<file path="src/rtl/mem_port_arbiter.sv">
// mem_port_arbiter
//
// Shares one RAM port between two cache controllers: port 0 (instruction
// fetch) and port 1 (data). One requester is granted at a time. Its request is
// registered onto the RAM port, and the RAM response goes back to that
// requester only.
//
// Transfer sequence: IDLE -> BUSY (RAM strobe held) -> DONE (one-cycle ready
// pulse) -> IDLE. There is always at least one IDLE cycle between grants.
//
// Build option:
//   ARB_ROUND_ROBIN_EN  defined   : ties go to the port not granted last.
//                       undefined : ties go to port 1 (D-side); no pointer.
//
// Ports:
//   iCLK, iRST                  clock, synchronous active-high reset
//   reqN_addr/data              requester N address and write data
//   reqN_MemRead/MemWrite       requester N strobes (both high = write)
//   reqN_rdata, reqN_ready      requester N read data and completion pulse
//   arb2mem_addr/data           registered RAM address and write data
//   arb2mem_MemRead/MemWrite    registered RAM strobes
//   mem2arb_data_in/ready       RAM read data and one-cycle completion pulse
//   grant                       one-hot current owner, 00 when idle (debug)

module mem_port_arbiter #(
    parameter int unsigned ADDR_W = 32,
    parameter int unsigned DATA_W = 32
) (
    input  logic              iCLK,
    input  logic              iRST,

    input  logic [ADDR_W-1:0] req0_addr,
    input  logic [DATA_W-1:0] req0_data,
    input  logic              req0_MemRead,
    input  logic              req0_MemWrite,
    output logic [DATA_W-1:0] req0_rdata,
    output logic              req0_ready,

    input  logic [ADDR_W-1:0] req1_addr,
    input  logic [DATA_W-1:0] req1_data,
    input  logic              req1_MemRead,
    input  logic              req1_MemWrite,
    output logic [DATA_W-1:0] req1_rdata,
    output logic              req1_ready,

    output logic [ADDR_W-1:0] arb2mem_addr,
    output logic [DATA_W-1:0] arb2mem_data,
    output logic              arb2mem_MemRead,
    output logic              arb2mem_MemWrite,
    input  logic [DATA_W-1:0] mem2arb_data_in,
    input  logic              mem2arb_ready,

    output logic [1:0]        grant
);

    localparam logic [1:0] StIdle = 2'd0;
    localparam logic [1:0] StBusy = 2'd1;
    localparam logic [1:0] StDone = 2'd2;

    logic [1:0]        state_q, state_d;
    logic [ADDR_W-1:0] addr_q, addr_d;
    logic [DATA_W-1:0] data_q, data_d;
    logic              rd_q, rd_d;
    logic              wr_q, wr_d;
    logic [1:0]        grant_q, grant_d;
    logic [DATA_W-1:0] rdata0_q, rdata0_d;
    logic [DATA_W-1:0] rdata1_q, rdata1_d;
    logic              ready0_q, ready0_d;
    logic              ready1_q, ready1_d;

    logic want0, want1, pick1;

    assign want0 = req0_MemRead | req0_MemWrite;
    assign want1 = req1_MemRead | req1_MemWrite;

`ifdef ARB_ROUND_ROBIN_EN
    // High when port 1 owned the most recent grant; reset value hands the
    // first tie to port 0.
    logic last1_q, last1_d;

    assign pick1 = want1 & (~want0 | ~last1_q);
`else
    assign pick1 = want1;
`endif

    always_comb begin
        state_d  = state_q;
        addr_d   = addr_q;
        data_d   = data_q;
        rd_d     = rd_q;
        wr_d     = wr_q;
        grant_d  = grant_q;
        rdata0_d = rdata0_q;
        rdata1_d = rdata1_q;
        ready0_d = 1'b0;
        ready1_d = 1'b0;
`ifdef ARB_ROUND_ROBIN_EN
        last1_d  = last1_q;
`endif

        case (state_q)
            StIdle: begin
                if (want0 | want1) begin
                    if (pick1) begin
                        addr_d  = req1_addr;
                        data_d  = req1_data;
                        wr_d    = req1_MemWrite;
                        // A simultaneous read+write is treated as a write.
                        rd_d    = req1_MemRead & ~req1_MemWrite;
                        grant_d = 2'b10;
                    end else begin
                        addr_d  = req0_addr;
                        data_d  = req0_data;
                        wr_d    = req0_MemWrite;
                        rd_d    = req0_MemRead & ~req0_MemWrite;
                        grant_d = 2'b01;
                    end
`ifdef ARB_ROUND_ROBIN_EN
                    last1_d = pick1;
`endif
                    state_d = StBusy;
                end
            end

            StBusy: begin
                // Owner inputs are not looked at here; a withdrawn request
                // still runs to completion.
                if (mem2arb_ready) begin
                    rd_d = 1'b0;
                    wr_d = 1'b0;
                    if (grant_q[1]) begin
                        ready1_d = 1'b1;
                        if (rd_q) begin
                            rdata1_d = mem2arb_data_in;
                        end
                    end else begin
                        ready0_d = 1'b1;
                        if (rd_q) begin
                            rdata0_d = mem2arb_data_in;
                        end
                    end
                    state_d = StDone;
                end
            end

            StDone: begin
                grant_d = 2'b00;
                state_d = StIdle;
            end

            default: begin
                rd_d    = 1'b0;
                wr_d    = 1'b0;
                grant_d = 2'b00;
                state_d = StIdle;
            end
        endcase
    end

    always_ff @(posedge iCLK) begin
        if (iRST) begin
            state_q  <= StIdle;
            addr_q   <= '0;
            data_q   <= '0;
            rd_q     <= 1'b0;
            wr_q     <= 1'b0;
            grant_q  <= 2'b00;
            rdata0_q <= '0;
            rdata1_q <= '0;
            ready0_q <= 1'b0;
            ready1_q <= 1'b0;
        end else begin
            state_q  <= state_d;
            addr_q   <= addr_d;
            data_q   <= data_d;
            rd_q     <= rd_d;
            wr_q     <= wr_d;
            grant_q  <= grant_d;
            rdata0_q <= rdata0_d;
            rdata1_q <= rdata1_d;
            ready0_q <= ready0_d;
            ready1_q <= ready1_d;
        end
    end

`ifdef ARB_ROUND_ROBIN_EN
    always_ff @(posedge iCLK) begin
        if (iRST) begin
            last1_q <= 1'b1;
        end else begin
            last1_q <= last1_d;
        end
    end
`endif

    assign arb2mem_addr     = addr_q;
    assign arb2mem_data     = data_q;
    assign arb2mem_MemRead  = rd_q;
    assign arb2mem_MemWrite = wr_q;
    assign grant            = grant_q;
    assign req0_rdata       = rdata0_q;
    assign req1_rdata       = rdata1_q;
    assign req0_ready       = ready0_q;
    assign req1_ready       = ready1_q;

endmodule

</file>
<file path="config.mk">
export PLATFORM = sky130hd
export DESIGN_NAME = mem_port_arbiter
export DESIGN_NICKNAME = d
export VERILOG_FILES = /design/src/rtl/mem_port_arbiter.sv
export SDC_FILE = /design/constraint.sdc
export NUM_CORES = 1
export LEC_CHECK = 0
export ABC_AREA = 1
export ABC_CLOCK_PERIOD_IN_PS = 1800
export CORE_MARGIN = 2
export CORE_UTILIZATION = 43
export CTS_CLUSTER_SIZE = 25
export DETAILED_ROUTE_END_ITERATION = 16
export PLACE_DENSITY = 0.88
export SLEW_MARGIN = 40
export SYNTH_ARGS = -nofsm -noshare
export SYNTH_HDL_FRONTEND = slang
export SYNTH_SLANG_ARGS = --single-unit
</file>
<file path="constraint.sdc">
create_clock -name iCLK -period 1.8 [get_ports iCLK]
set_input_delay 0.45 -clock iCLK [delete_from_list [all_inputs] [get_ports iCLK]]
set_output_delay 0.45 -clock iCLK [all_outputs]
set_load 0.02 [all_outputs]
</file>
==> impl_metrics.prom <==
# TYPE chip_impl_metric gauge
chip_impl_metric{name="detail_route.vias_per_cell",unit=""} 5.30
chip_impl_metric{name="timing.setup.tns",unit="ns"} 0
chip_impl_metric{name="final_estimated_routing_congestion_in_global_placement",unit=""} 0.847
chip_impl_metric{name="timing.final.max_slew_violations",unit=""} 0
chip_impl_metric{name="first_pass_grt_wire_length",unit="um"} 32200
chip_impl_metric{name="yosys_register_bits",unit=""} 136
chip_impl_metric{name="worst_ep_required_time",unit="ns"} 1.35
chip_impl_metric{name="routed_wire_length",unit="um"} 21200
chip_impl_metric{name="path_length_in_cells_of_the_critical_path",unit=""} 1
chip_impl_metric{name="cts_buffers",unit=""} 17
chip_impl_metric{name="drv.max_cap_violation_count",unit=""} 0
chip_impl_info{name="end_kind",value="output pin"} 1
chip_impl_metric{name="synth-warning-count",unit=""} 0
chip_impl_metric{name="final_period_minus_worst_setup_slack",unit="ns"} 1.65
chip_impl_metric{name="setup_violations",unit=""} 0
chip_impl_info{name="criticalPathCategory",value="register to output pin"} 1
chip_impl_info{name="routed.top_layer",value="met5"} 1
chip_impl_metric{name="grt_start_max_net_pins",unit=""} 66
chip_impl_metric{name="die-area",unit="mm2"} 0.0145
chip_impl_metric{name="fillCellCount",unit=""} 1075
chip_impl_metric{name="route.vias.total",unit=""} 6862
chip_impl_metric{name="timing.hold.worst_path_depth",unit=""} 2
chip_impl_metric{name="fmax",unit="MHz"} 608
chip_impl_info{name="min-delay-path-class",value="register to register"} 1
chip_impl_metric{name="number_of_nets_in_the_synthesized_netlist",unit=""} 990
chip_impl_metric{name="power.density_cell_area",unit="mW/mm2"} 911
chip_impl_metric{name="floorplan_row_count",unit=""} 42
chip_impl_metric{name="cp_max_fo",unit=""} 4
chip_impl_metric{name="synth_cells",unit=""} 823
chip_impl_metric{name="dpl_cell_area",unit="mm2"} 0.00913
chip_impl_metric{name="timing.hold.ws",unit="ns"} 0.473
chip_impl_info{name="cts_tree",value="yes"} 1
chip_impl_metric{name="number_of_distinct_library_cell_variants_in_the_gate_level_netlist_after_synthesis",unit=""} 23
chip_impl_info{name="critPathTopFamily",value="flip-flops"} 1
chip_impl_metric{name="cts.path.max_buffers",unit=""} 2
chip_impl_metric{name="die_width",unit="um"} 120
chip_impl_info{name="layout.cells.most_common",value="sky130_fd_sc_hd__nand2_1"} 1
chip_impl_metric{name="static-leakage-power",unit="nW"} 4.59
chip_impl_metric{name="crit_buf_inv",unit=""} 1
chip_impl_metric{name="max_stage_delay",unit="ns"} 0.41
chip_impl_metric{name="layout_stage_area_growth_over_the_synthesis_result",unit="%"} 64.2
chip_impl_metric{name="postRouteAntennaNets",unit=""} 0
chip_impl_metric{name="timing.final.hold_violations",unit=""} 0
chip_impl_metric{name="post-place-ws",unit="ns"} -0.114
chip_impl_metric{name="routed-wl-met3",unit="um"} 2280
chip_impl_info{name="ctsRootBufferMaster",value="sky130_fd_sc_hd__clkbuf_16"} 1
chip_impl_metric{name="wl_met2",unit="um"} 10200
chip_impl_metric{name="fp.dieH",unit="um"} 120
chip_impl_metric{name="clk_transition_reported_paths",unit="ns"} 0.05
chip_impl_metric{name="finish.instance_area",unit="mm2"} 0.00957
chip_impl_metric{name="ctsHtreeMaxLevel",unit=""} 4
chip_impl_metric{name="grt_pass1_vias",unit=""} 6355
chip_impl_metric{name="detail_route.drc_violations",unit=""} 0
chip_impl_info{name="crit_path_max_delay_cell_type",value="sky130_fd_sc_hd__dfxtp_1"} 1
chip_impl_metric{name="drt_first_iter_violations",unit=""} 604
chip_impl_metric{name="grtUsageTotal",unit="%"} 27.9
chip_impl_metric{name="r2r_cells",unit=""} 5
chip_impl_metric{name="floorplan.initialDensity",unit="%"} 44.0
chip_impl_metric{name="firstDrtPassIters",unit=""} 5
chip_impl_metric{name="io_buffer_count",unit=""} 300
chip_impl_metric{name="p_total",unit="mW"} 8.72
chip_impl_metric{name="drive_above_1_share",unit="%"} 6.80
chip_impl_metric{name="worst_max_slew_pin_slew",unit="ns"} 0.394
chip_impl_info{name="unrepaired_setup_endpoints_after_global_routing",value="false"} 1
chip_impl_metric{name="worstPathArrival",unit="ns"} 1.20
chip_impl_info{name="startpoint_type",value="register"} 1
chip_impl_metric{name="met1_wirelength",unit="um"} 8040
chip_impl_metric{name="cell_area_synth",unit="mm2"} 0.00583
chip_impl_metric{name="cts_sink_cnt",unit=""} 136
chip_impl_metric{name="num-nets-final",unit=""} 1273
chip_impl_metric{name="sequential_cell_area",unit="mm2"} 0.00272
chip_impl_metric{name="postLayoutSetupSlackWorst",unit="ns"} 0.154
chip_impl_metric{name="clk_skew",unit="ns"} 0.00757
chip_impl_metric{name="dp_cells",unit=""} 1263
chip_impl_metric{name="floorplan.io_pins",unit=""} 301
chip_impl_metric{name="routedWlPerCell",unit="um"} 16.3
chip_impl_metric{name="avgSynthCellArea",unit="um2"} 7.08
chip_impl_metric{name="antenna_found_initial",unit=""} 2
chip_impl_metric{name="multi_input_area",unit="mm2"} 0.00273
chip_impl_metric{name="core-area",unit="mm2"} 0.0132
chip_impl_metric{name="final_util",unit="%"} 72.3
chip_impl_info{name="outcome",value="complete, no violations"} 1
chip_impl_metric{name="post-dp-hpwl",unit="um"} 14400
chip_impl_metric{name="slew-limit-headroom",unit="%"} 73.5
chip_impl_metric{name="grt_overflow_total",unit=""} 0
chip_impl_info{name="timing.critical_path.cells",value="dlygate4sd2_1"} 1
chip_impl_metric{name="clock_latency",unit="ns"} 0.41
chip_impl_metric{name="finish.cell_count_without_fillers",unit=""} 1295
chip_impl_metric{name="max-vdd-ir-drop",unit="V"} 0.000610
chip_impl_info{name="final_cell_mix",value="sky130_fd_sc_hd__nand2_1, sky130_fd_sc_hd__clkdlybuf4s50_1, sky130_fd_sc_hd__dfxtp_1"} 1
chip_impl_metric{name="finalCritPeriodShare",unit="%"} 91.4
chip_impl_metric{name="synth-seq-area-share",unit="%"} 46.7
cell usage after synthesis:
| library cell | number | area (um2) |
|---|---|---|
| sky130_fd_sc_hd__nand2_2 | 2 | 12.5 |
| sky130_fd_sc_hd__o21ai_0 | 21 | 105 |
| sky130_fd_sc_hd__dfxtp_1 | 136 | 2720 |
| sky130_fd_sc_hd__nor4_1 | 32 | 200 |
| sky130_fd_sc_hd__nor2_1 | 130 | 488 |
| sky130_fd_sc_hd__nand3_1 | 5 | 25.0 |
| sky130_fd_sc_hd__nor2_4 | 3 | 33.8 |
| sky130_fd_sc_hd__buf_4 | 7 | 52.6 |
| sky130_fd_sc_hd__o21ai_1 | 109 | 546 |
| sky130_fd_sc_hd__clkbuf_2 | 3 | 15.0 |
| sky130_fd_sc_hd__nand2_1 | 201 | 754 |
| sky130_fd_sc_hd__buf_1 | 3 | 11.3 |
| sky130_fd_sc_hd__nor3_1 | 34 | 170 |
| sky130_fd_sc_hd__clkbuf_1 | 34 | 128 |
| sky130_fd_sc_hd__buf_2 | 20 | 100 |
| sky130_fd_sc_hd__buf_6 | 4 | 45.0 |
| sky130_fd_sc_hd__or2_2 | 1 | 6.26 |
| sky130_fd_sc_hd__a21oi_1 | 69 | 345 |
| sky130_fd_sc_hd__inv_2 | 4 | 15.0 |
| sky130_fd_sc_hd__nor3_4 | 1 | 16.3 |
| sky130_fd_sc_hd__nand3_4 | 1 | 17.5 |
| sky130_fd_sc_hd__inv_1 | 2 | 7.51 |
| sky130_fd_sc_hd__nand2_4 | 1 | 11.3 |
power breakdown:
group	internal, mW	switching (mW)	total (mW)
Clock	2.28	1.27	3.55
Combinational	0.829	1.01	1.84
Sequential	3.22	0.109	3.33
Total	6.33	2.39	8.72
metal layers:
layer | vias to the layer above | GRT usage [%]
met5 | - | 0
met4 | 2 | 11.2
met3 | 50 | 9.29
met2 | 377 | 46.7
met1 | 3136 | 32.8
li1 | 3297 | -
final cells by class:
cell class                 count  area share [%]
timing repair buffer         335            34.2
multi-input combinational    610            28.6
clock inverter                 7            1.23
inverter                       6           0.235
antenna                        1          0.0262
tap                          176            2.30
clock buffer                  24            5.03
sequential                   136            28.5
sequential cells by signal (all words and copies together), names as in the netlist:
name              flops
req0_rdata           32
arb2mem_MemWrite      1
req1_ready            1
req1_rdata           32
state_q               2
arb2mem_data         32
req0_ready            1
arb2mem_addr         32
grant                 2
arb2mem_MemRead       1
path summary, 6_finish.rpt:
kind	start	to	slack, ns
max	grant[1]	grant[1]	0.15
max reg2reg	grant[1]	req0_rdata[1]	0.25
min reg2reg	arb2mem_addr[20]	arb2mem_addr[20]	0.47
min	arb2mem_addr[20]	arb2mem_addr[20]	0.47
logic make-up (layout without fill, tap and decap cells):
| logic type | count (synthesis) | count (layout) | synth area share, % |
|---|---|---|---|
| compound gates | 199 | 199 | 17.1 |
| buf+inv | 77 | 372 | 6.42 |
| flops | 136 | 136 | 46.7 |
| other cells | 0 | 1 | 0 |
| simple gates | 411 | 411 | 29.8 |
repair_timing:
action	in CTS	in global routing
buffers inserted	0	0
setup endpoints to repair	132	2
hold buffers	0	0
gates resized for setup	132	2
No activity file was read; power rests on OpenSTA's default activity.
